File: src/rtl/instr_fetch_unit.sv
// LEGv8 fetch front end: owns the PC, fetches words over req/ack, holds each for the decoder.
// Optional FETCH_PERF_CNT_EN adds fetch_cnt/taken_cnt handshake counters.
module instr_fetch_unit #(
  parameter int              PC_W     = 64,
  parameter logic [PC_W-1:0] RESET_PC = '0
) (
  input  logic            clk,
  input  logic            reset_n,
  output logic            imem_req,
  output logic [PC_W-1:0] imem_addr,
  input  logic [31:0]     imem_rdata,
  input  logic            imem_ack,
  output logic [31:0]     instr,
  output logic            instr_valid,
  input  logic            instr_ready,
  input  logic            br_taken,
  input  logic            uncond_br,
`ifdef FETCH_PERF_CNT_EN
  output logic [31:0]     fetch_cnt,
  output logic [31:0]     taken_cnt,
`endif
  output logic [PC_W-1:0] pc
);

  localparam logic [1:0] IDLE  = 2'd0;
  localparam logic [1:0] FETCH = 2'd1;
  localparam logic [1:0] ISSUE = 2'd2;

  logic [1:0]      r_state;
  logic [PC_W-1:0] r_pc;
  logic [31:0]     r_instr;

  logic            w_issue_hs;
  logic [PC_W-1:0] w_off26;
  logic [PC_W-1:0] w_off19;
  logic [PC_W-1:0] w_br_off;
  logic [PC_W-1:0] w_next_pc;

  assign w_issue_hs = (r_state == ISSUE) && instr_ready;

  // Branch offsets are word counts; the two low zero bits keep pc word aligned.
  assign w_off26  = {{(PC_W-28){r_instr[25]}}, r_instr[25:0], 2'b00};
  assign w_off19  = {{(PC_W-21){r_instr[23]}}, r_instr[23:5], 2'b00};
  assign w_br_off = uncond_br ? w_off26 : w_off19;

  always_comb begin
    w_next_pc = r_pc + PC_W'(4);
    if (br_taken) begin
      w_next_pc = r_pc + w_br_off;
    end
  end

  always_ff @(posedge clk) begin
    if (!reset_n) begin
      r_state <= IDLE;
      r_pc    <= RESET_PC;
      r_instr <= '0;
    end else begin
      case (r_state)
        IDLE: begin
          r_state <= FETCH;
        end
        FETCH: begin
          if (imem_ack) begin
            r_instr <= imem_rdata;
            r_state <= ISSUE;
          end
        end
        ISSUE: begin
          if (instr_ready) begin
            r_pc    <= w_next_pc;
            r_state <= FETCH;
          end
        end
        default: begin
          r_state <= IDLE;
        end
      endcase
    end
  end

  assign imem_req    = (r_state == FETCH);
  assign imem_addr   = r_pc;
  assign instr       = r_instr;
  assign instr_valid = (r_state == ISSUE);
  assign pc          = r_pc;

`ifdef FETCH_PERF_CNT_EN
  logic [31:0] r_fetch_cnt;
  logic [31:0] r_taken_cnt;

  always_ff @(posedge clk) begin
    if (!reset_n) begin
      r_fetch_cnt <= '0;
      r_taken_cnt <= '0;
    end else if (w_issue_hs) begin
      r_fetch_cnt <= r_fetch_cnt + 32'd1;
      if (br_taken) begin
        r_taken_cnt <= r_taken_cnt + 32'd1;
      end
    end
  end

  assign fetch_cnt = r_fetch_cnt;
  assign taken_cnt = r_taken_cnt;
`else
  logic w_unused_hs;
  assign w_unused_hs = w_issue_hs;
`endif

endmodule

File: config.mk
export PLATFORM = sky130hd
export DESIGN_NAME = instr_fetch_unit
export DESIGN_NICKNAME = d
export VERILOG_FILES = /design/src/rtl/instr_fetch_unit.sv
export SDC_FILE = /design/constraint.sdc
export NUM_CORES = 1
export LEC_CHECK = 0
export ABC_CLOCK_PERIOD_IN_PS = 5000
export BUFFER_PORTS_ARGS = -buffer_cell sky130_fd_sc_hd__buf_2
export CORE_MARGIN = 2
export CORE_UTILIZATION = 40
export DETAILED_ROUTE_END_ITERATION = 8
export PLACE_DENSITY = 0.72
export SLEW_MARGIN = 20
export SYNTH_ARGS = -nofsm -noshare
export SYNTH_HDL_FRONTEND = slang
export SYNTH_SLANG_ARGS = --single-unit
File: constraint.sdc
create_clock -name clk -period 5 [get_ports clk]
set_input_delay 0.75 -clock clk [delete_from_list [all_inputs] [get_ports clk]]
set_output_delay 0.75 -clock clk [all_outputs]
set_load 0.02 [all_outputs]
# ---- Yosys cells after proc, flatten, opt, wreduce, memory -nomap -nowiden
# Index checks and enable logic that the tools add are counted.
# W data, S select, Z words.
dict set report word_totals {
  regBits 98
  in_bits 38
  out_inout_bits 162
  word_cells 18
}
dict set report op_classes {
  n_addsub 2
  n_eq_ne 4
  n_mux 5
  reduce_logical 4
}
# cell count
set ops {}
lappend ops {{$mux W64} 2}
lappend ops {{$add A64 B3 Y64 const B} 1}
lappend ops {{$add A64 B64 Y64} 1}
lappend ops {{$pmux W2 S3} 1}
lappend ops {{$reduce_and A2 Y1} 3}
lappend ops {{$mux W2} 2}
lappend ops {{$ne A2 B1 Y1 const B} 2}
lappend ops {{$eq A2 B1 Y1 const B} 1}
lappend ops {{$eq A2 B2 Y1 const B} 1}
lappend ops {{$logic_not A2 Y1} 1}

# ---- Depth between registers and ports, before layout
# Gate-level depths: netlist of the first run.
dict set report depth {
  depth_word 3
  ltp_mapped 16
  mapped_depth_nobuf 14
}

# ---- Worst setup path after synthesis of the first run
# OpenSTA, ideal clock, no wires.
dict set report synth_timing {
  path_type {input -> register}
  from {input port uncond_br}
  to {register r_pc[56], in the netlist imem_addr[56]}
  setup_time_ns 0.074
  arrival_ns 4.329
  required_time_ns 4.926
  setup_slack_ns 0.597
  stages 16
  path_buffers 2
  path_cell_list {clkbuf_1 -> nand2b_1 -> nand2_1 -> nand2_1 -> inv_1 -> ha_1 -> buf_6 -> a21o_1 -> a31oi_2 -> nand2b_1 -> a31oi_1 -> or4_4 -> a32oi_2 -> a21oi_1 -> or3_1 -> a31oi_1}
}
dict set report synth_via {
  elab_chain_cells 3
}
# element line_no
set synth_lines {}
lappend synth_lines {{start: declaration} 17} ;# input logic uncond_br,
lappend synth_lines {{$mux W64} 44} ;# assign w_br_off = uncond_br ? w_off26 : w_off19;
lappend synth_lines {{$add A64 B64 Y64} 49} ;# w_next_pc = r_pc + w_br_off;
lappend synth_lines {{$mux W64} 48} ;# if (br_taken) begin
lappend synth_lines {{end signal: assignment} 71} ;# r_pc <= w_next_pc;
lappend synth_lines {{end: declaration} 30} ;# logic [PC_W-1:0] r_pc;
# No other way between the ends.
# A chain may end at the register's enable or synchronous reset.

# ---- Worst setup path in the final report of the first run
# Same ends and word-level chain as after synthesis.

==> run_results.csv, run 1 <==
group,metric,value,unit
clocking,clock_latency,0.37,ns
sta,max_freq,242,MHz
clocking,cts.sinks,96,
routing,wl,22600,um
global_route,overflow,0,
synth,synth-edff-count,0,
sta,setup_slack,0.868,ns
layout,drive_above_1_share,20.2,%
clocking,postCtsHoldBufs,0,
sta,period_needed,4.13,ns
layout,fin_nets,1291,
placed_design,portBuffers,195,
setup_path,arrival,4.42,ns
layout,antenna_cells,0,
placed_design,place_inst,1445,
layout,multi_input_area,5290,um^2
floorplan,row_count,51,
floorplan,ios,200,
sta,finalHoldViolCount,0,
routing,vias,7919,
global_route,grt_use_total,20.7,%
sta,drv_slew,0,
synth,syn_area_per_cell,7.29,um^2
setup_path,path_class,"in2reg",
placed_design,place.gp.congestion,0.928,
layout,design_area,8990,um^2
setup_path,critical_path_required,5.28,ns
floorplan,die-area,21200,um^2
layout,utilization,45.9,%
job,max_cap_viol_count,0,
routing,viasPerCell,5.42,
setup_path,end_kind,"register",
sta,tightest_slew,1.05,ns
global_route,grt_max_degree,57,
clocking,post-cts-setup-buffer-count,0,
sta,final.setup.tns,0,ns
global_route,grt_pass1_wl,36900,um
power,ir_worst_vdd,0.165,mV
global_route,use_met2,35.1,%
clocking,clk_pin_slew_worst_paths,0.08,ns
power,power.total,1.76,mW
clocking,cts_resized,0,
power,pwr_density_cell,196,nW/um^2
run_status,status,"complete, no violations",
synth,yosysWarnings,0,
synth,synthFlopType,"dfxtp_1",
clocking,tritoncts,"built",
min_path,hold_depth,2,
floorplan,die_y,146,um
sta,rsz0062_at_grt,"no",
layout,final_cell_mix,"196 x nand2_1, 195 x buf_2, 142 x a21oi_1",
synth,synthesis.area,8030,um^2
setup_path,reg2regPathDepth,14,
routing,dr.first_iter.drc_count,545,
floorplan,core-area,19600,um^2
routing,ant_nets,0,
routing,drt_pass1_iterations,5,
global_route,met1_usage,27.2,%
placed_design,dpl.hpwl,17600,um
floorplan,die_w,146,um
clocking,root_buffer,"clkbuf_16",
layout,final_common_cell,"nand2_1",
floorplan,start_util,41.0,%
synth,synthCells,1101,
clocking,clock_path_buffers,2,
placed_design,dpl-instance-area,8670,um^2
layout,fillCellCount,2023,
layout,final_cells,1461,
synth,ys_ff_latch,96,
routing,wl_per_cell,15.5,um
clocking,cts_max_level,3,
sta,finalCritPeriodShare,82.6,%
global_route,grt_use_met3,4.39,%
global_route,busiest_layer,"met2",
sta,hold_ws,0.456,ns
power,leakage,4.16,nW
clocking,cts_buffers,9,
layout,syn_to_final_growth,12.0,%
sta,relSlewSlack,30.0,%
setup_path,cp_max_fo,16,
setup_path,cp-start-kind,"input port",
routing,drcViolationCount,0,
sta,finalClockSkew,0.0102,ns
sta,finalSetupViolations,0,
synth,synth-async-reset-ratio,0,%
min_path,hold_class,"reg2reg",
placed_design,post-place-ws,0.513,ns
synth,synth_cell_types,74,
layout,seq_area,1920,um^2
global_route,grt_pass1_vias,7283,
synth,synth_seq_area_share,23.9,%
global_route,antenna_found_initial,0,
==> worst max-delay path: stages <==
cell      delay (ns)
buf_2           0.34
nand2b_1        0.27
nand2_1         0.08
nand2_1         0.18
inv_1           0.19
ha_1            0.42
a21o_1          0.22
a31oi_2         0.19
nand2b_1        0.14
a31oi_1         0.11
or4_4           0.55
a32oi_2         0.29
a21oi_1         0.12
or3_1           0.37
a31oi_1         0.18
==> cell type report <==
type | instances | area share [%]
Clock buffer | 9 | 2.50
Clock inverter | 7 | 1.09
Inverter | 27 | 1.13
Multi-Input combinational cell | 856 | 58.9
Sequential cell | 96 | 21.4
Tap cell | 265 | 3.69
Timing Repair Buffer | 201 | 11.4
==> final timing paths <==
kind / end / slack, ns / from
max: imem_addr[56]$_SDFFE_PN0P_ / 0.87 / uncond_br
min: instr[28]$_SDFFE_PN0P_ / 0.46 / instr[28]$_SDFFE_PN0P_
max reg2reg: imem_addr[56]$_SDFFE_PN0P_ / 1.27 / instr[23]$_SDFFE_PN0P_
min reg2reg: instr[28]$_SDFFE_PN0P_ / 0.46 / instr[28]$_SDFFE_PN0P_
==> cell families after synthesis <==
kind of cell	synth area share (%)
other	0.0467
adders and majority gates	9.75
buffers and inverters	10.4
DFF	23.9
xor gates and xnor gates	4.25
muxes	3.13
and+or+nand+nor	22.5
AOI/OAI and AO/OA	26.0
==> cell usage after synthesis (3+ instances only) <==
library cell	n	share of area, %
mux2i_1	24	3.0
o31ai_1	8	0.75
a21oi_1	142	8.8
o2111ai_1	3	0.33
nand4_1	22	1.7
or2_2	3	0.23
a21boi_0	9	0.84
nand3_1	23	1.4
o21ai_1	10	0.62
a31oi_1	12	0.93
or3_1	13	1.0
o21bai_1	9	0.84
buf_2	5	0.31
xnor2_1	21	2.3
nand2b_1	10	0.78
a21o_1	33	3.1
buf_1	5	0.23
clkbuf_1	48	2.2
xor2_1	18	2.0
nor4_1	4	0.31
dfxtp_1	96	24
o21ai_0	50	3.1
o22a_1	3	0.33
ha_1	61	9.5
o211ai_1	8	0.75
buf_4	66	6.2
a211oi_1	6	0.56
nor2_1	49	2.3
o21a_1	12	1.1
nor3_1	19	1.2
and4_1	3	0.33
nand3b_1	6	0.56
and2_1	7	0.55
and3_1	5	0.39
inv_1	27	1.3
nor2b_1	22	1.7
nand2_1	197	9.2
==> sequential cells by signal, indices dropped and copies added, names as in the netlist <==
name,flops
r_state,2
instr,32
imem_addr,62
==> power breakdown <==
part	switching [mW]	leakage [nW]	internal [mW]
clock	0.363	0.159	0.406
sequential	0.0159	0.777	0.779
combinational	0.130	3.22	0.0678
==> layer usage <==
layer	vias up	wire length [um]
met3	19	1280
met5	-	0
met1	3633	10400
met4	0	259
met2	242	10700
li1	4025	-
Power figures use the tool's default switching activity.
==> inputs of run 2 (changes only) <==
ABC_CLOCK_PERIOD_IN_PS = 4200   (was 5000)
clock period = 4.2 ns   (was 5 ns; I/O delays follow)
==> run 2 against run 1 <==
  * Flip-flop and latch count stayed put
  * Cell count is 0.96% higher
  * Register-to-register slack lost 0.80 ns
  * Worst setup slack worse by 0.43 ns
  * Sequential share of layout area down 0.23 points
  * Critical endpoint is now imem_addr[59]$_SDFFE_PN0P_
  * Largest cell class unchanged
==> run_results.csv, run 2 (synthesis results as in run 1) <==
group,metric,value,unit
placed_design,dpl.hpwl,17800,um
clocking,cts.sinks,96,
clocking,post-cts-setup-buffer-count,0,
sta,relSlewSlack,46.1,%
global_route,busiest_layer,"met2",
layout,syn_to_final_growth,13.2,%
sta,finalHoldViolCount,0,
placed_design,portBuffers,195,
global_route,grt_pass1_wl,37900,um
clocking,cts_max_level,3,
setup_path,path_class,"in2reg",
sta,hold_ws,0.453,ns
min_path,hold_class,"reg2reg",
routing,drt_pass1_iterations,5,
power,switching_power,0.594,mW
global_route,use_met2,35.8,%
sta,drv_slew,0,
sta,period_needed,3.76,ns
clocking,clk_pin_slew_worst_paths,0.08,ns
power,pwr-share-seq,46.8,%
global_route,grt_use_met3,3.54,%
setup_path,critical_path_required,4.47,ns
sta,max_freq,266,MHz
setup_path,slowest_stage,"or4_1",
clocking,tritoncts,"built",
floorplan,start_util,41.0,%
power,combPwrFrac,12.0,%
routing,ant_nets,0,
sta,finalCritPeriodShare,89.5,%
routing,vias,8070,
clocking,cts_resized,0,
sta,finalSetupViolations,0,
clocking,cts_buffers,9,
setup_path,cp_max_fo,11,
power,pwr_density_cell,222,nW/um^2
routing,viasPerCell,5.47,
floorplan,row_count,51,
clocking,clock_path_buffers,2,
power,ir_worst_vdd,0.249,mV
routing,dr.first_iter.drc_count,406,
layout,utilization,46.4,%
sta,final.setup.tns,0,ns
run_status,status,"complete, no violations",
floorplan,die-area,21200,um^2
layout,design_area,9090,um^2
layout,fillCellCount,1993,
sta,finalClockSkew,0.00827,ns
clocking,clock_latency,0.36,ns
global_route,grt_max_degree,44,
routing,wl_per_cell,15.7,um
job,max_cap_viol_count,0,
power,sw_frac_of_total,29.4,%
routing,drcViolationCount,0,
setup_path,max_stage_delay,0.55,ns
layout,fin_nets,1305,
global_route,overflow,0,
power,internal-power,1.43,mW
global_route,met1_usage,28.5,%
global_route,grt_use_total,21.5,%
power,leakage,4.19,nW
layout,drive_above_1_share,21.5,%
power,power_frac_clock,41.2,%
placed_design,dpl-instance-area,8800,um^2
setup_path,cp-start-kind,"input port",
routing,wl,23100,um
setup_path,path_cells,"buf_2 -> nand2b_1 -> nand2_1 -> nand2_1 -> clkinvlp_4 -> ha_1 -> nand4_1 -> or4_1 -> a31oi_1 -> a211oi_2 -> o31ai_4 -> nand2_1 -> and4_1 -> o31ai_1",
global_route,grt_pass1_vias,7488,
layout,final_cell_mix,"195 x nand2_1, 195 x buf_2, 142 x a21oi_1",
floorplan,die_w,146,um
clocking,root_buffer,"clkbuf_16",
clocking,postCtsHoldBufs,0,
layout,largest_reg_flops,62,
setup_path,end_kind,"register",
floorplan,core-area,19600,um^2
sta,tightest_slew,0.805,ns
sta,rsz0062_at_grt,"no",
setup_path,crit_top_cell,"nand2_1",
floorplan,ios,200,
global_route,antenna_found_initial,0,
setup_path,arrival,4.03,ns
power,power.total,2.02,mW
layout,antenna_cells,0,
placed_design,place.gp.congestion,0.923,
floorplan,die_y,146,um
## run 2: per-stage QoR
step	setup WS [ns]	cells
after floorplan	0.00417	1104
after global placement	0.239	1459
after detailed placement	0.105	1459
after CTS	0.488	1475
after global routing	0.0979	1475
final	0.441	1475
## run 2: cell type report
| type | count | area (um^2) | share of cell area, % |
|---|---|---|---|
| multi-input combinational | 856 | 5320 | 58.5 |
| sequential | 96 | 1920 | 21.1 |
| timing repair buffer | 215 | 1130 | 12.4 |
| tap | 265 | 332 | 3.65 |
| clock buffer | 9 | 225 | 2.48 |
| inverter | 27 | 105 | 1.16 |
| clock inverter | 7 | 58.8 | 0.647 |
## run 2: routing by layer
layer / share of wire, % / vias up
li1: - / 4048
met3: 5.5 / 35
met2: 46 / 292
met1: 46 / 3695
met5: 0 / -
met4: 2.3 / 0
## run 2: worst max-delay path, delay by kind of cell
| kind | cells | cell delay, ns |
|---|---|---|
| simple gates | 7 | 1.44 |
| compound gates | 4 | 0.99 |
| fa+ha+maj | 1 | 0.53 |
| buf+inv | 2 | 0.46 |
## run 2: final timing paths
check	from	to	cells after the start	slack, ns
worst max-delay path	uncond_br	imem_addr[59]$_SDFFE_PN0P_	14	0.44
worst min-delay path	instr[31]$_SDFFE_PN0P_	instr[31]$_SDFFE_PN0P_	2	0.45
worst max register to register	instr[23]$_SDFFE_PN0P_	imem_addr[59]$_SDFFE_PN0P_	13	0.47
worst min register to register	instr[31]$_SDFFE_PN0P_	instr[31]$_SDFFE_PN0P_	2	0.45
## run 2: power by group through the flow
stage               sequential, mW  combinational [mW]  clock (mW)
finish                       0.947               0.243       0.832
detailed placement           0.969               0.241           0
CTS                          0.947               0.242       0.849
floorplan                    0.984               0.152           0
global placement             0.968               0.238           0
global route                 0.950               0.268       0.889
==> inputs of run 3 (changes only) <==
MAX_ROUTING_LAYER = met4   (was default)
SKIP_CTS_REPAIR_TIMING = 1   (was default)
==> run 3 against run 2 <==
  * Cell count grew 0.54%
  * Critical path depth grew 1
  * Critical endpoint unchanged
  * Sequential power is essentially flat
  * Routed wire length grew 1.6%
  * Flip-flop and latch count is the same
  * Worst setup slack gained 0.020 ns
  * Clock skew grew 0.00078 ns
  * Combinational power is essentially flat
  * Largest cell class unchanged
  * Non-clock buffer count grew 8
  * Register-to-register slack gained 0.03 ns
  * Largest power group unchanged
  * Count of clock-buffer cells in the layout is the same
  * Total power grew 1.1%
==> run_results.csv, run 3 (synthesis results as in run 1) <==
group,metric,value,unit
routing,drcViolationCount,0,
setup_path,cp-start-kind,"input port",
routing,viasPerCell,5.42,
routing,wl,23500,um
layout,antenna_cells,0,
global_route,grt_max_degree,48,
setup_path,critical_path_required,4.47,ns
routing,drt_pass1_iterations,5,
placed_design,portBuffers,195,
global_route,grt_pass1_wl,38700,um
sta,finalClockSkew,0.00905,ns
placed_design,place.gp.congestion,0.939,
layout,syn_to_final_growth,14.0,%
sta,finalCritPeriodShare,89.0,%
global_route,grt_pass1_vias,7673,
layout,largest_reg_flops,62,
clocking,tritoncts,"built",
routing,wl_per_cell,15.8,um
global_route,grt_use_total,22.6,%
floorplan,ios,200,
min_path,min_to,"instr[26]$_SDFFE_PN0P_",
global_route,antenna_found_initial,0,
sta,tightest_slew,0.794,ns
setup_path,end_kind,"register",
floorplan,row_count,51,
layout,fin_nets,1313,
setup_path,reg2regPathDepth,14,
sta,final.setup.tns,0,ns
min_path,hold_class,"reg2reg",
clocking,clock_latency,0.36,ns
clocking,cts_buffers,9,
setup_path,r2r_end,"imem_addr[59]$_SDFFE_PN0P_",
placed_design,place_inst,1467,
sta,drv_slew,0,
power,leakage,4.24,nW
floorplan,die_y,146,um
sta,finalSetupViolations,0,
sta,finalHoldViolCount,0,
setup_path,path_class,"in2reg",
routing,dr.first_iter.drc_count,548,
layout,fillCellCount,1983,
power,pwr_density_cell,223,nW/um^2
setup_path,arrival,4.01,ns
clocking,cts_max_level,3,
floorplan,core-area,19600,um^2
run_status,status,"complete, no violations",
sta,rsz0062_at_grt,"no",
layout,drive_above_1_share,22.0,%
setup_path,r2r-start,"instr[23]$_SDFFE_PN0P_",
clocking,cts.sinks,96,
floorplan,start_util,41.0,%
global_route,overflow,0,
floorplan,die-area,21200,um^2
job,max_cap_viol_count,0,
clocking,clock_path_buffers,2,
layout,final_cell_mix,"195 x nand2_1, 195 x buf_2, 142 x a21oi_1",
floorplan,die_w,146,um
min_path,hold_depth,2,
power,ir_worst_vdd,0.191,mV
clocking,root_buffer,"clkbuf_16",
setup_path,r2r_setup_slack,0.50,ns
sta,period_needed,3.74,ns
routing,ant_nets,0,
min_path,worstHoldStart,"instr[26]$_SDFFE_PN0P_",
routing,vias,8034,
sta,relSlewSlack,46.9,%
clocking,clk_pin_slew_worst_paths,0.07,ns
placed_design,dpl.hpwl,18100,um
layout,final_cells,1483,
setup_path,cp_max_fo,11,
sta,max_freq,267,MHz
==> run 3: final cells by class <==
type / instances / area [um^2] / share of cell area, %
repair buffers: 223 / 1190 / 13.0
inverters: 27 / 105 / 1.15
clock buffers: 9 / 225 / 2.46
multi-input cells: 856 / 5320 / 58.1
well taps: 265 / 332 / 3.62
clock inverters: 7 / 67.6 / 0.738
flip-flops and latches: 96 / 1920 / 21.0
==> run 3: per-layer routing <==
layer	vias up	global-route usage [%]	part of all wire (%)
met5	-	-	0
met2	267	36.7	47
met4	0	6.72	2.2
met1	3686	29.1	46
met3	32	3.23	5.1
li1	4049	-	-
==> run 3: critical path: stages <==
cell and delay [ns]:
buf_2 0.12, nand2b_1 0.13, nand2_1 0.05, nand2_1 0.18, clkinvlp_4 0.32, buf_4 0.26, ha_1 0.40, nand4_1 0.17
or4_1 0.47, a31oi_1 0.22, a211oi_2 0.14, o31ai_4 0.39, nand2_1 0.11, and4_1 0.20, o31ai_1 0.21
==> run 3: per-stage QoR <==
| step | util [%] | power, mW | setup slack [ns] | hold slack, ns | area [um^2] |
|---|---|---|---|---|---|
| final | 46.8 | 2.04 | 0.461 | 0.458 | 9160 |
| after global routing | 46.8 | 2.13 | 0.187 | 0.478 | 9160 |
| after CTS | 46.7 | 2.06 | 0.514 | 0.460 | 9160 |
| after detailed placement | 45.2 | 1.21 | 0.164 | 0.449 | 8860 |
| after global placement | 45.2 | 1.21 | 0.226 | 0.441 | 8860 |
| after floorplan | - | 1.14 | 0.00417 | 0.505 | 8070 |
==> run 3: report_power, final <==
group / internal [mW] / switching [mW]
combinational: 0.0874 / 0.159
sequential: 0.928 / 0.0192
clock: 0.423 / 0.427
==> run 3: worst max-delay path by stage <==
stage	end	start
floorplan	imem_addr[56]$_SDFFE_PN0P_	uncond_br
global placement	imem_addr[60]$_SDFFE_PN0P_	uncond_br
detailed placement	imem_addr[58]$_SDFFE_PN0P_	uncond_br
CTS	imem_addr[58]$_SDFFE_PN0P_	uncond_br
global route	imem_addr[60]$_SDFFE_PN0P_	uncond_br
finish	imem_addr[59]$_SDFFE_PN0P_	uncond_br
